--- config.mk ---
export PLATFORM = sky130hd
export DESIGN_NAME = team_06_pwm_dac
export DESIGN_NICKNAME = d
export VERILOG_FILES = /design/src/rtl/team_06_pkg.sv /design/src/rtl/team_06_pwm_prescaler.sv /design/src/rtl/team_06_pwm_dac.sv
export SDC_FILE = /design/constraint.sdc
export NUM_CORES = 1
export LEC_CHECK = 0
export ABC_AREA = 1
export CAP_MARGIN = 20
export CORE_MARGIN = 1.5
export CORE_UTILIZATION = 50
export DETAILED_ROUTE_END_ITERATION = 10
export PLACE_DENSITY = 0.73
export SLEW_MARGIN = 40
export SYNTH_ARGS = -nofsm -noshare
export SYNTH_HDL_FRONTEND = slang
export SYNTH_SLANG_ARGS = --single-unit
export TNS_END_PERCENT = 50
--- constraint.sdc ---
create_clock -name clk -period 1.21 [get_ports clk]
set_input_delay 0.121 -clock clk [delete_from_list [all_inputs] [get_ports clk]]
set_output_delay 0.121 -clock clk [all_outputs]
set_load 0.01 [all_outputs]
--- src/rtl/team_06_pkg.sv ---
// team_06_pkg
// Shared types and constants for the PWM audio DAC.
//   pwm_state_t : output FSM states (IDLE, PRIME, RUN)
//   AUDIO_W     : sample / duty / count width
//   PWM_MAX     : last count of a PWM frame
package team_06_pkg;

  typedef enum logic [1:0] {
    IDLE  = 2'd0,
    PRIME = 2'd1,
    RUN   = 2'd2
  } pwm_state_t;

  localparam int             AUDIO_W = 8;
  localparam logic [AUDIO_W-1:0] PWM_MAX = 8'd255;

endpackage

--- src/rtl/team_06_pwm_prescaler.sv ---
// team_06_pwm_prescaler
// Divides the system clock into PWM count ticks.
//   clk   : system clock
//   nrst  : asynchronous reset, active-low
//   clr   : synchronous clear; holds the divider at 0 and suppresses tick
//   tick  : high for one cycle every PRESCALE cycles while not cleared
//           (constantly high when PRESCALE is 1)
module team_06_pwm_prescaler #(
  parameter int PRESCALE = 1
) (
  input  logic clk,
  input  logic nrst,
  input  logic clr,
  output logic tick
);

  localparam int CW = (PRESCALE > 1) ? $clog2(PRESCALE) : 1;

  logic [CW-1:0] div_cnt;

  assign tick = !clr && (div_cnt == CW'(PRESCALE - 1));

  always_ff @(posedge clk or negedge nrst) begin
    if (!nrst) begin
      div_cnt <= '0;
    end else if (clr || tick) begin
      div_cnt <= '0;
    end else begin
      div_cnt <= div_cnt + CW'(1);
    end
  end

endmodule

--- src/rtl/team_06_pwm_dac.sv ---
// team_06_pwm_dac
// One-bit PWM audio output. Each accepted 8-bit unsigned sample becomes
// the duty of one 256-count frame; a frame lasts 256*PRESCALE cycles.
// A one-entry hold buffer decouples the upstream handshake from frames;
// when a frame starts with the buffer empty the previous duty repeats
// and underrun pulses.
//   clk          : system clock
//   nrst         : asynchronous reset, active-low
//   en           : output enable, low forces idle (buffer contents kept)
//   sample_in    : unsigned sample
//   sample_valid : sample_in is valid
//   sample_ready : hold buffer is empty and can take a sample
//   pwm_out      : registered PWM output
//   frame_start  : one-cycle pulse on the first cycle of each frame
//   underrun     : one-cycle pulse when a frame starts with an empty buffer
module team_06_pwm_dac
  import team_06_pkg::*;
#(
  parameter int PRESCALE = 1
) (
  input  logic               clk,
  input  logic               nrst,
  input  logic               en,
  input  logic [AUDIO_W-1:0] sample_in,
  input  logic               sample_valid,
  output logic               sample_ready,
  output logic               pwm_out,
  output logic               frame_start,
  output logic               underrun
);

  pwm_state_t         state, state_nxt;
  logic [AUDIO_W-1:0] hold, duty, count;
  logic               hold_full;
  logic               tick, presc_clr;
  logic               accept, prime_load, boundary, load;

  assign presc_clr = (state != RUN);

  team_06_pwm_prescaler #(
    .PRESCALE (PRESCALE)
  ) u_prescaler (
    .clk  (clk),
    .nrst (nrst),
    .clr  (presc_clr),
    .tick (tick)
  );

  assign sample_ready = !hold_full;
  assign accept       = sample_valid && !hold_full;

  // Enable is checked first everywhere: a drop wins over a pending load.
  assign prime_load = (state == PRIME) && en && hold_full;
  assign boundary   = (state == RUN) && en && tick && (count == PWM_MAX);
  assign load       = prime_load || (boundary && hold_full);

  always_comb begin
    state_nxt = state;
    case (state)
      IDLE:    if (en) state_nxt = PRIME;
      PRIME:   if (!en) state_nxt = IDLE;
               else if (hold_full) state_nxt = RUN;
      RUN:     if (!en) state_nxt = IDLE;
      default: state_nxt = IDLE;
    endcase
  end

  always_ff @(posedge clk or negedge nrst) begin
    if (!nrst) begin
      state <= IDLE;
    end else begin
      state <= state_nxt;
    end
  end

  // Load and accept are mutually exclusive: load needs a full buffer,
  // accept needs an empty one, so a boundary with an empty buffer can
  // take a new sample that is then used one frame later.
  always_ff @(posedge clk or negedge nrst) begin
    if (!nrst) begin
      hold      <= '0;
      hold_full <= 1'b0;
      duty      <= '0;
    end else begin
      if (load) begin
        duty      <= hold;
        hold_full <= 1'b0;
      end else if (accept) begin
        hold      <= sample_in;
        hold_full <= 1'b1;
      end
    end
  end

  // Count wraps 255 -> 0 by natural overflow at the frame boundary.
  always_ff @(posedge clk or negedge nrst) begin
    if (!nrst) begin
      count <= '0;
    end else if ((state != RUN) || !en) begin
      count <= '0;
    end else if (tick) begin
      count <= count + 8'd1;
    end
  end

  // Output register stage: compare of the current count against duty.
  always_ff @(posedge clk or negedge nrst) begin
    if (!nrst) begin
      pwm_out     <= 1'b0;
      frame_start <= 1'b0;
      underrun    <= 1'b0;
    end else begin
      pwm_out     <= (state == RUN) && en && (count < duty);
      frame_start <= prime_load || boundary;
      underrun    <= boundary && !hold_full;
    end
  end

endmodule

* Word level (Yosys, flattened, before mapping)
Index checks and enable logic that the tools add are counted.
** Operators by class
- Reductions and logical operators :: 22
- Add/sub/neg operators :: 2
- Magnitude comparators :: 1
- Equal/unequal tests :: 7
- Mux-type cells :: 10
- Bitwise gates (word level) :: 2
** Operator list (number)
- $mux W8 :: 2
- $logic_and A1 B1 Y1 :: 10
- $add A8 B1 Y8 const B :: 1
- $eq A8 B8 Y1 const B :: 1
- $lt A8 B8 Y1 :: 1
- $mux W2 :: 4
- $ne A2 B2 Y1 const B :: 3
- $pmux W2 S3 :: 1
- $logic_or A1 B1 Y1 :: 4
- $reduce_bool A2 Y1 :: 2
- $logic_not A1 Y1 :: 3
- $mux W1 :: 3
- $ne A3 B3 Y1 const B :: 1
- $reduce_and A3 Y1 :: 1
- $eq A2 B1 Y1 const B :: 1
- $eq A2 B2 Y1 const B :: 1
- $logic_not A2 Y1 :: 1
- $not A1 Y1 :: 2
- $reduce_and A2 Y1 :: 1
- $add A1 B1 Y1 const B :: 1
** Storage, ports and cells
- Input bits :: 12
- Output and inout bits :: 4
- Register bits :: 31
- Logic and storage cells :: 53

* Logic depth before layout (Yosys ltp)
Gate-level depths: netlist of run 1.
- Word-level depth :: 9
- Mapped depth :: 9
- Depth with buffers taken out :: 9

* Hierarchy
From an unflattened synthesis of run 1, not the netlist that was laid out.
** Unflattened totals
- Cell total of the unflattened synthesis :: 171
- Area, all modules :: 1552.7 µm²
** Modules (own cells, without submodules)
- team_06_pwm_dac :: cells an instance 168, area an instance 1520.2 µm², instances 1, seq. area each 750.7 µm²
- team_06_pwm_prescaler :: cells an instance 3, area an instance 32.5 µm², instances 1, seq. area each 25.0 µm²

* Worst setup path before layout of run 1
OpenSTA, ideal clock, no wires.
- Path type :: register -> register
- Start point :: reg count[1]
- End point :: reg duty[0]
- Data arrival time :: 1.098 ns
- Stages on the path, launching flop included :: 7
- Buffers on the path :: 0
- Slack :: -0.005 ns
- Period minus slack after synthesis :: 1.215 ns
- Setup time :: 0.118 ns
- Required time :: 1.092 ns
- Path through :: dfrtp_1 ha_1 nand3_2 nor3_2 nand3_4 nand3_1 nand2_1
** Between the ends
- Longest elaborated chain between the ends :: 4
** Ends and longest elaborated chain
- start, declared :: line team_06_pwm_dac.sv:33 : logic [AUDIO_W-1:0] hold, duty, count;
- start signal, assigned :: line team_06_pwm_dac.sv:102 : count <= count + 8'd1;
- $eq A8 B8 Y1 :: line team_06_pwm_dac.sv:54 : assign boundary = (state == RUN) && en && tick && (count == PWM_MAX);
- $logic_and A1 B1 Y1 :: line team_06_pwm_dac.sv:54
- $logic_and A1 B1 Y1 :: line team_06_pwm_dac.sv:55 : assign load = prime_load || (boundary && hold_full);
- $logic_or A1 B1 Y1 :: line team_06_pwm_dac.sv:55
- end signal, assigned :: line team_06_pwm_dac.sv:86 : duty <= hold;
- end, declared :: line team_06_pwm_dac.sv:33
Every way passes these cells.
A chain may end at the register's enable or synchronous reset.

* Worst setup path in the final report of run 1
- Start point :: reg count[1]
- End point :: reg duty[1]
The elaborated chain is that of the path after synthesis.

==> impl_metrics.tcl, run 1 <==
set metrics [dict create \
    outcome "finished, violations left" \
    violations "negative setup slack" \
    die_y_um 59.3 \
    p_leak_nw 1.09 \
    area_growth_pct 35.0 \
    finalMaxSlewViolations 0 \
    netlist_area_sq_um 1590 \
    critPathMaxStageDelay_ns 0.37 \
    wl_um 3490 \
    internal_power_w 0.00243 \
    clk_pin_slew_ns 0.10 \
    path_max_fanout 8 \
    drive_gt1_share_pct 32.6 \
    initial_utilization_pct 52.4 \
    min_path_type "input pin to asynchronous set/reset pin" \
    timing.final.ws_setup_ns -0.129 \
    drtAntennaViolNets 0 \
    dieArea_sq_um 3520 \
    nets 234 \
    wl_met1_um 1410 \
    synth_fp_nets 191 \
    total_power_w 0.00353 \
    clock_latency_ns 0.34 \
    highest_layer "met4" \
    cts_htree_levels 2 \
    finalHoldViolCount 0 \
    drt-pass1-iter-count 4 \
    p_switching_w 0.00110 \
    cp_cell_sequence "buf_4, ha_4, nand3_4, nor3_4, nand3_4, nand3_1, nand2_1" \
    crit_path_end_kind "flop" \
    antenna_found_initial 0 \
    ys_seq_area_share_pct 48.9 \
    clockBufferDepth 2 \
    max-cap-violations 0 \
    cts_root_buffer "clkbuf_4" \
    num_antenna_cells 0 \
    synth-seq-cells 31 \
    routedWlPerCell_um 13.5 \
    cts_tree "built" \
    grt.overflow.total 0 \
    final_common_cell "nand2_1" \
    critPathRequiredTime_ns 1.45 \
    clock_skew_ns 0.00516 \
    netSwitchingFraction_pct 31.1 \
    vias_per_cell 5.16 \
    synth_warnings 0 \
    port_buffers 15 \
    multi_input_area_sq_um 807 \
    finalWeightedCongestion 0.820 \
    setup_viol 13 \
    fmax_mhz 747 \
    syn_avg_cell_area_sq_um 9.28 \
    power_density_nw_per_um2 1650 \
    crit_slowest_cell "dfrtp_1" \
    fin_cells 259 \
    drt-initial-drc-count 64 \
    layout_min_cycle_time_ns 1.34 \
    clkPwrFrac_pct 28.6 \
    final_cell_mix "nand2_1, dfrtp_1, buf_4" \
    grt_max_degree 32 \
    worstPathArrival_ns 1.57 \
    place_inst 248 \
    grt_pass1_vias 1299 \
    combinationalPowerShare_pct 28.3 \
    rsz0062_at_grt "yes" \
    rows 20 \
    ir_drop_v 0.000871 \
    drc 0 \
    dp_hpwl_um 2450 \
    grt_pass1_wl_um 5820 \
    cts_hold_buf 0 \
    syn_inst 171 \
    wl_met2_um 1820 \
    seq_area_sq_um 777 \
    cts_buffers 5 \
    ys_types 27 \
    min_period_over_period_pct 111 \
    met3WireLength_um 185 \
    die_w_um 59.3 \
    grt_usage_pct 22.9 \
    nFillCells 229 \
    cp_common_cell "nand3_4" \
    route.vias.total 1337 \
    core_sq_um 3030 \
    start_kind "flop" \
    num_io_pins 16 \
    criticalPathCategory "flop to flop" \
    clock_sinks 31 \
    p_seq_share_pct 43.1 \
]
area by class of cell:
cell class | count | share of cell area (%)
clock inverter | 2 | 2.80
inverter | 22 | 3.86
timing repair buffer | 37 | 14.9
sequential | 31 | 36.3
tap | 44 | 2.57
multi-input combinational | 117 | 37.7
clock buffer | 6 | 1.93
stage by stage:
step | hold WS (ns) | utilization (%) | worst slack, ns | setup TNS [ns] | instance area (sq um)
6_report | 0.136 | 70.7 | -0.129 | -1.07 | 2140
5_1_grt | 0.136 | 70.7 | -0.185 | -1.77 | 2140
4_1_cts | 0.138 | 69.2 | -0.101 | -0.425 | 2100
3_5_place_dp | 0.492 | 64.2 | -0.155 | -1.67 | 1940
3_3_place_gp | 0.476 | 64.2 | -0.0952 | -0.889 | 1940
2_1_floorplan | -0.175 | - | 0.0101 | 0 | 1590
path summary, 6_finish.rpt:
kind / from / to / slack (ns) / depth (start not counted)
worst max-delay path: count[1]$_DFFE_PN0P_ / duty[1]$_DFFE_PN0P_ / -0.13 / 7
worst min-delay path: nrst / count[4]$_DFFE_PN0P_ / 0.14 / 2
worst max register to register: count[1]$_DFFE_PN0P_ / duty[1]$_DFFE_PN0P_ / -0.13 / 7
worst min register to register: hold[0]$_DFFE_PN0P_ / hold[0]$_DFFE_PN0P_ / 0.51 / 1
max in group asynchronous: nrst / count[2]$_DFFE_PN0P_ / 0.90 / 2
min in group clk: sample_in[3] / hold[3]$_DFFE_PN0P_ / 0.39 / 2
registers in the layout, indices dropped and copies added, names as in the netlist:
| name | count |
|---|---|
| state | 2 |
| duty | 8 |
| hold | 8 |
| frame_start | 1 |
| u_prescaler.div_cnt | 1 |
| hold_full | 1 |
| underrun | 1 |
| count | 8 |
| pwm_out | 1 |
worst max-delay path: cells and delay by family, from the launching register on:
| family | cells | cell delay [ns] |
|---|---|---|
| fa+ha+maj | 1 | 0.13 |
| simple gates | 5 | 0.61 |
| buf+inv | 1 | 0.12 |
| flops | 1 | 0.37 |
kinds of logic after synthesis:
family          synth area share, %
buf+inv                        6.23
compound gates                 3.15
mux                            5.68
flops                          48.9
simple gates                   29.5
fa+ha+maj                      6.31
other cells                   0.236
Yosys cell counts (all sizes together):
master	n	area share [%]
buf	2	1.0
mux2	8	5.7
o21ai	2	0.63
o21bai	1	0.47
nand2	42	11
nor3	3	2.0
nor2	13	3.7
nand3	27	11
clkinv	1	0.24
nand4	4	1.6
o21a	1	0.47
inv	21	5.0
conb	1	0.24
ha	8	6.3
a21oi	5	1.6
nor3b	1	0.47
dfrtp	31	49
power by group through the flow:
stage / registers (W) / clock network [W] / logic, W
2_1_floorplan: 0.00147 / 0 / 0.000666
5_1_grt: 0.00155 / 0.00108 / 0.00112
3_5_place_dp: 0.00152 / 0 / 0.000954
4_1_cts: 0.00151 / 0.00102 / 0.000962
3_3_place_gp: 0.00152 / 0 / 0.000902
6_report: 0.00152 / 0.00101 / 0.00100
what timing repair did:
item | CTS | global route
setup endpoints to repair | 16 | 16
gates resized for setup | 18 | 10
buffers inserted | 0 | 2
gates cloned | 1 | 0
pin swaps | 2 | 7
per-layer routing:
metal,global-route usage [%],vias up
met4,8.44,0
met1,27.5,642
met2,38.6,42
met3,6.77,10
li1,-,643
met5,0,-
Power figures use the tool's default switching activity.
==> run 2: changes to the inputs <==
Settings changed: REMOVE_ABC_BUFFERS set to 1.
==> run 2 against run 1 <==
The run still ends with negative setup slack left. Critical path type unchanged. Largest power group unchanged. Global-route usage decreased by 2.6 points. Combinational power increased by 14%. First-iteration DRC count increased by 44%. Flip-flop and latch count unchanged. Clock skew increased by 0.010 ns. Total power increased by 3.2%. Die area unchanged. Critical endpoint is now pwm_out$_DFF_PN0_. Via count increased by 1.5%. Utilization increased by 1.5 points. Fmax about the same. Non-clock buffer count increased by 2.
==> impl_metrics.tcl, run 2 (same netlist as run 1, synthesis figures left out) <==
set metrics [dict create \
    outcome "finished, violations left" \
    violations "negative setup slack" \
    wl_um 3590 \
    reg2reg_depth 6 \
    multi_input_area_sq_um 808 \
    place_inst 245 \
    clock_skew_ns 0.0153 \
    drc 0 \
    nets 236 \
    p_leak_nw 1.11 \
    finalMaxSlewViolations 0 \
    internal_power_w 0.00250 \
    dp_hpwl_um 2310 \
    initial_utilization_pct 52.4 \
    die_w_um 59.3 \
    rows 20 \
    grt_max_degree 32 \
    ir_drop_v 0.00108 \
    finalWeightedCongestion 0.885 \
    cts_tree "built" \
    timing.final.ws_setup_ns -0.128 \
    final_cell_mix "nand2_1, dfrtp_1, nand3_1" \
    area_growth_pct 37.9 \
    vias_per_cell 5.20 \
    drive_gt1_share_pct 31.8 \
    num_antenna_cells 0 \
    cts_buffers 5 \
    drt-pass1-iter-count 4 \
    clock_sinks 31 \
    p_switching_w 0.00115 \
    antenna_found_initial 0 \
    final_common_cell "nand2_1" \
    power_density_nw_per_um2 1670 \
    routedWlPerCell_um 13.7 \
    grt_pass1_vias 1253 \
    port_buffers 15 \
    crit_path_end_kind "flop" \
    combinationalPowerShare_pct 31.2 \
    finalHoldViolCount 0 \
    min_path_type "input pin to asynchronous set/reset pin" \
    path_max_fanout 2 \
    cts_htree_levels 2 \
    clk_pin_slew_ns 0.11 \
    criticalPathCategory "flop to flop" \
    max-cap-violations 0 \
    clkPwrFrac_pct 27.7 \
    dieArea_sq_um 3520 \
    die_y_um 59.3 \
    clockBufferDepth 2 \
    min_period_over_period_pct 111 \
    setup_viol 9 \
    rsz0062_at_grt "yes" \
    grt.overflow.total 0 \
    largestRegisters "count: 8 flops, duty: 8 flops, hold: 8 flops" \
    clock_latency_ns 0.34 \
    route.vias.total 1357 \
    layout_min_cycle_time_ns 1.34 \
    cts_root_buffer "clkbuf_4" \
    nFillCells 205 \
    critPathRequiredTime_ns 1.48 \
    seq_area_sq_um 777 \
    cts_hold_buf 0 \
    num_io_pins 16 \
    start_kind "flop" \
    fmax_mhz 747 \
    drtAntennaViolNets 0 \
    worstPathArrival_ns 1.61 \
    grt_pass1_wl_um 5270 \
    tns_ns -0.315 \
    p_seq_share_pct 41.1 \
    grt_usage_pct 20.3 \
    core_sq_um 3030 \
    netSwitchingFraction_pct 31.5 \
    fin_cells 261 \
    drt-initial-drc-count 92 \
]
[run 2: per-layer routing]
metal  track usage, %  vias up  wire length (um)  share of wire, %
met5                0        -                 0                 0
met4             12.0        0                64               1.8
met3             5.02        8               147               4.1
met2             32.8       36              1860                52
met1             24.4      661              1510                42
li1                 -      652                 -                 -
[run 2: critical path, cell delays in order (launching register included)]
cell and delay, ns:
dfrtp_1 0.38, inv_1 0.07, ha_1 0.33, a21oi_1 0.21
o21a_1 0.13, nand2_1 0.05, nor2_1 0.11
[run 2: final cells by class]
class                      count  share of cell area [%]
sequential                    31                    35.5
tap                           44                    2.52
inverter                      22                    3.78
clock buffer                   6                    1.89
clock inverter                 2                    2.75
multi-input combinational    117                    37.0
timing repair buffer          39                    16.6
[run 2: path summary, 6_finish.rpt]
check	start	end	slack, ns
max	duty[5]$_DFFE_PN0P_	pwm_out$_DFF_PN0_	-0.13
min	nrst	underrun$_DFF_PN0_	0.13
max reg2reg	duty[5]$_DFFE_PN0P_	pwm_out$_DFF_PN0_	-0.13
min reg2reg	hold[7]$_DFFE_PN0P_	hold[7]$_DFFE_PN0P_	0.51
max in group asynchronous	nrst	count[2]$_DFFE_PN0P_	0.88
min in group clk	sample_in[7]	hold[7]$_DFFE_PN0P_	0.40
[run 2: power groups by stage]
stage / sequential (W) / combinational (W) / clock [W]
global placement: 0.00152 / 0.000915 / 0
CTS: 0.00149 / 0.00100 / 0.00102
finish: 0.00150 / 0.00114 / 0.00101
floorplan: 0.00151 / 0.000610 / 0
detailed placement: 0.00153 / 0.000963 / 0
global route: 0.00152 / 0.00126 / 0.00107
[run 2: per-stage QoR]
step / hold WS [ns] / power (W) / instance area (sq um) / setup slack (ns) / util (%)
after floorplan: -0.175 / 0.00212 / 1570 / -0.103 / -
after CTS: 0.141 / 0.00351 / 2070 / -0.0943 / 68.3
after global placement: 0.489 / 0.00244 / 1930 / -0.119 / 63.7
after global routing: 0.129 / 0.00385 / 2190 / -0.211 / 72.2
after detailed placement: 0.491 / 0.00249 / 1930 / -0.157 / 63.7
final: 0.130 / 0.00364 / 2190 / -0.128 / 72.2
[run 2: what timing repair did]
action / CTS / global route
buffers inserted: 2 / 5
pin swaps: 3 / 10
resized for setup: 11 / 15
gates cloned: 0 / 1
setup endpoints to repair: 15 / 15
==> run 3: changes to the inputs <==
--- a/config.mk
+++ b/config.mk
@@ -10,5 +10,6 @@
 export CORE_MARGIN = 1.5
-export CORE_UTILIZATION = 50
+export CORE_UTILIZATION = 23
+export CTS_BUF_LIST = sky130_fd_sc_hd__clkbuf_2 sky130_fd_sc_hd__clkbuf_4 sky130_fd_sc_hd__clkbuf_8
 export DETAILED_ROUTE_END_ITERATION = 10
-export PLACE_DENSITY = 0.73
+export PLACE_DENSITY = 0.39
 export REMOVE_ABC_BUFFERS = 1
--- a/constraint.sdc
+++ b/constraint.sdc
@@ -3,2 +3,2 @@
 set_output_delay 0.121 -clock clk [all_outputs]
-set_load 0.01 [all_outputs]
+set_load 0.005 [all_outputs]
==> run 3 against run 2 <==
The flow still finishes with violations (negative setup slack). Sequential share of layout area shrank 0.64 points. Combinational power shrank 5%. Cell count grew 13%. Final area grew 2.0%. Fmax grew 6.6%. Global-route usage shrank 9.5 points. Critical endpoint is now duty[4]$_DFFE_PN0P_. Highest routed layer unchanged.
==> impl_metrics.tcl, run 3 (same netlist as run 1, synthesis figures left out) <==
set metrics [dict create \
    wl_um 3590 \
    num_antenna_cells 0 \
    dp_hpwl_um 2450 \
    setup_viol 9 \
    min_period_over_period_pct 104 \
    max-cap-violations 0 \
    start_kind "flop" \
    cts_root_buffer "clkbuf_8" \
    clk_pin_slew_ns 0.07 \
    drc 0 \
    min_path_type "input pin to asynchronous set/reset pin" \
    final_cell_mix "nand2_1, dfrtp_1, nand3_1" \
    dieArea_sq_um 7410 \
    layout_min_cycle_time_ns 1.26 \
    nFillCells 703 \
    clockBufferDepth 2 \
    antenna_found_initial 0 \
    area_growth_pct 40.6 \
    timing.final.ws_setup_ns -0.0459 \
    crit_path_end_kind "flop" \
    grt_max_degree 32 \
    drive_gt1_share_pct 30.7 \
    seq_area_sq_um 778 \
    drt-initial-drc-count 49 \
    clock_skew_ns 0.0101 \
    violations "negative setup slack" \
    clock_sinks 31 \
    fmax_mhz 796 \
    finalWeightedCongestion 0.826 \
    initial_utilization_pct 23.6 \
    ir_drop_v 0.000868 \
    cts_htree_levels 2 \
    criticalPathCategory "flop to flop" \
    grt.overflow.total 0 \
    clock_latency_ns 0.29 \
    die_y_um 86.1 \
    die_w_um 86.1 \
    rows 30 \
    num_io_pins 16 \
    core_sq_um 6720 \
    grt_usage_pct 10.9 \
    vias_per_cell 4.24 \
    finalMaxSlewViolations 0 \
    path_max_fanout 8 \
    routedWlPerCell_um 12.2 \
    drtAntennaViolNets 0 \
    largestRegisters "count: 8 flops, duty: 8 flops, hold: 8 flops" \
    final_common_cell "nand2_1" \
    rsz0062_at_grt "yes" \
    worstPathArrival_ns 1.43 \
    grt_pass1_vias 1304 \
    multi_input_area_sq_um 790 \
    cts_tree "built" \
    holdWs_ns 0.196 \
    tns_ns -0.329 \
    nets 234 \
    finalHoldViolCount 0 \
    grt_pass1_wl_um 6150 \
    p_leak_nw 1.11 \
    cts_hold_buf 0 \
    cts_buffers 5 \
    critPathRequiredTime_ns 1.39 \
    power_density_nw_per_um2 1710 \
    port_buffers 15 \
    drt-pass1-iter-count 3 \
    route.vias.total 1251 \
    outcome "finished, violations left" \
]
## run 3: changes by cell type in the layout (fill, tap and decap cells not counted), moves of 2 or more
cell / before / now
nand2_1: 36 / 38
clkbuf_8: 0 / 5
clkbuf_4: 5 / 1
nor2_1: 10 / 8
nand2_2: 4 / 2
nor2_2: 0 / 2
buf_4: 20 / 18
## run 3: layer usage
metal	vias up	part of all wire, %	global-route usage (%)
met4	0	1.3	3.52
met3	5	3.2	2.98
met1	587	50	14.6
met2	15	45	16.9
met5	-	0	0
li1	644	-	-
## run 3: path summary, 6_finish.rpt
check	startpoint	endpoint	slack (ns)	cells after the start
setup / recovery	count[1]$_DFFE_PN0P_	duty[4]$_DFFE_PN0P_	-0.05	6
hold / removal	nrst	frame_start$_DFF_PN0_	0.20	2
setup reg to reg	count[1]$_DFFE_PN0P_	duty[4]$_DFFE_PN0P_	-0.05	6
hold reg to reg	duty[2]$_DFFE_PN0P_	duty[2]$_DFFE_PN0P_	0.50	2
max in group asynchronous	nrst	count[4]$_DFFE_PN0P_	0.82	2
min in group clk	sample_in[2]	hold[2]$_DFFE_PN0P_	0.44	2
## run 3: power by group
part	internal, W	switching [W]
clock	0.000846	0.000408
combinational	0.000529	0.000550
sequential	0.00133	0.000163
total	0.00270	0.00112
## run 3: layout make-up
| class | count | area share (%) |
|---|---|---|
| Inverter | 22 | 3.76 |
| Sequential cell | 31 | 34.9 |
| Clock inverter | 2 | 2.69 |
| Tap cell | 80 | 4.49 |
| Clock buffer | 6 | 3.42 |
| Multi-Input combinational cell | 117 | 35.4 |
| Timing Repair Buffer | 37 | 15.4 |
## run 3: stage by stage
step           utilization (%)  setup WS [ns]  total power (W)  instance area [sq um]  cells
2_1_floorplan                -        -0.0696          0.00211                   1570    169
5_1_grt                   33.2         -0.134          0.00411                   2230    295
6_report                  33.2        -0.0459          0.00382                   2230    295
3_5_place_dp              29.2         -0.254          0.00249                   1960    281
3_3_place_gp              29.2         -0.222          0.00247                   1960    281
4_1_cts                   32.2        -0.0896          0.00383                   2160    293
## run 3: what timing repair did
| action | 4_1_cts | 5_1_grt |
|---|---|---|
| pin swaps | 1 | 4 |
| gates resized for setup | 12 | 11 |
| gates cloned | 1 | 0 |
| setup endpoints to repair | 24 | 17 |
| setup buffers | 3 | 2 |
## run 3: critical path: stages, from the launching register on
cell and delay, ns:
dfrtp_1 0.37, ha_2 0.21, nand3_4 0.11, nor3_4 0.16, nand3_4 0.15, nand3_1 0.10, nand2_1 0.05
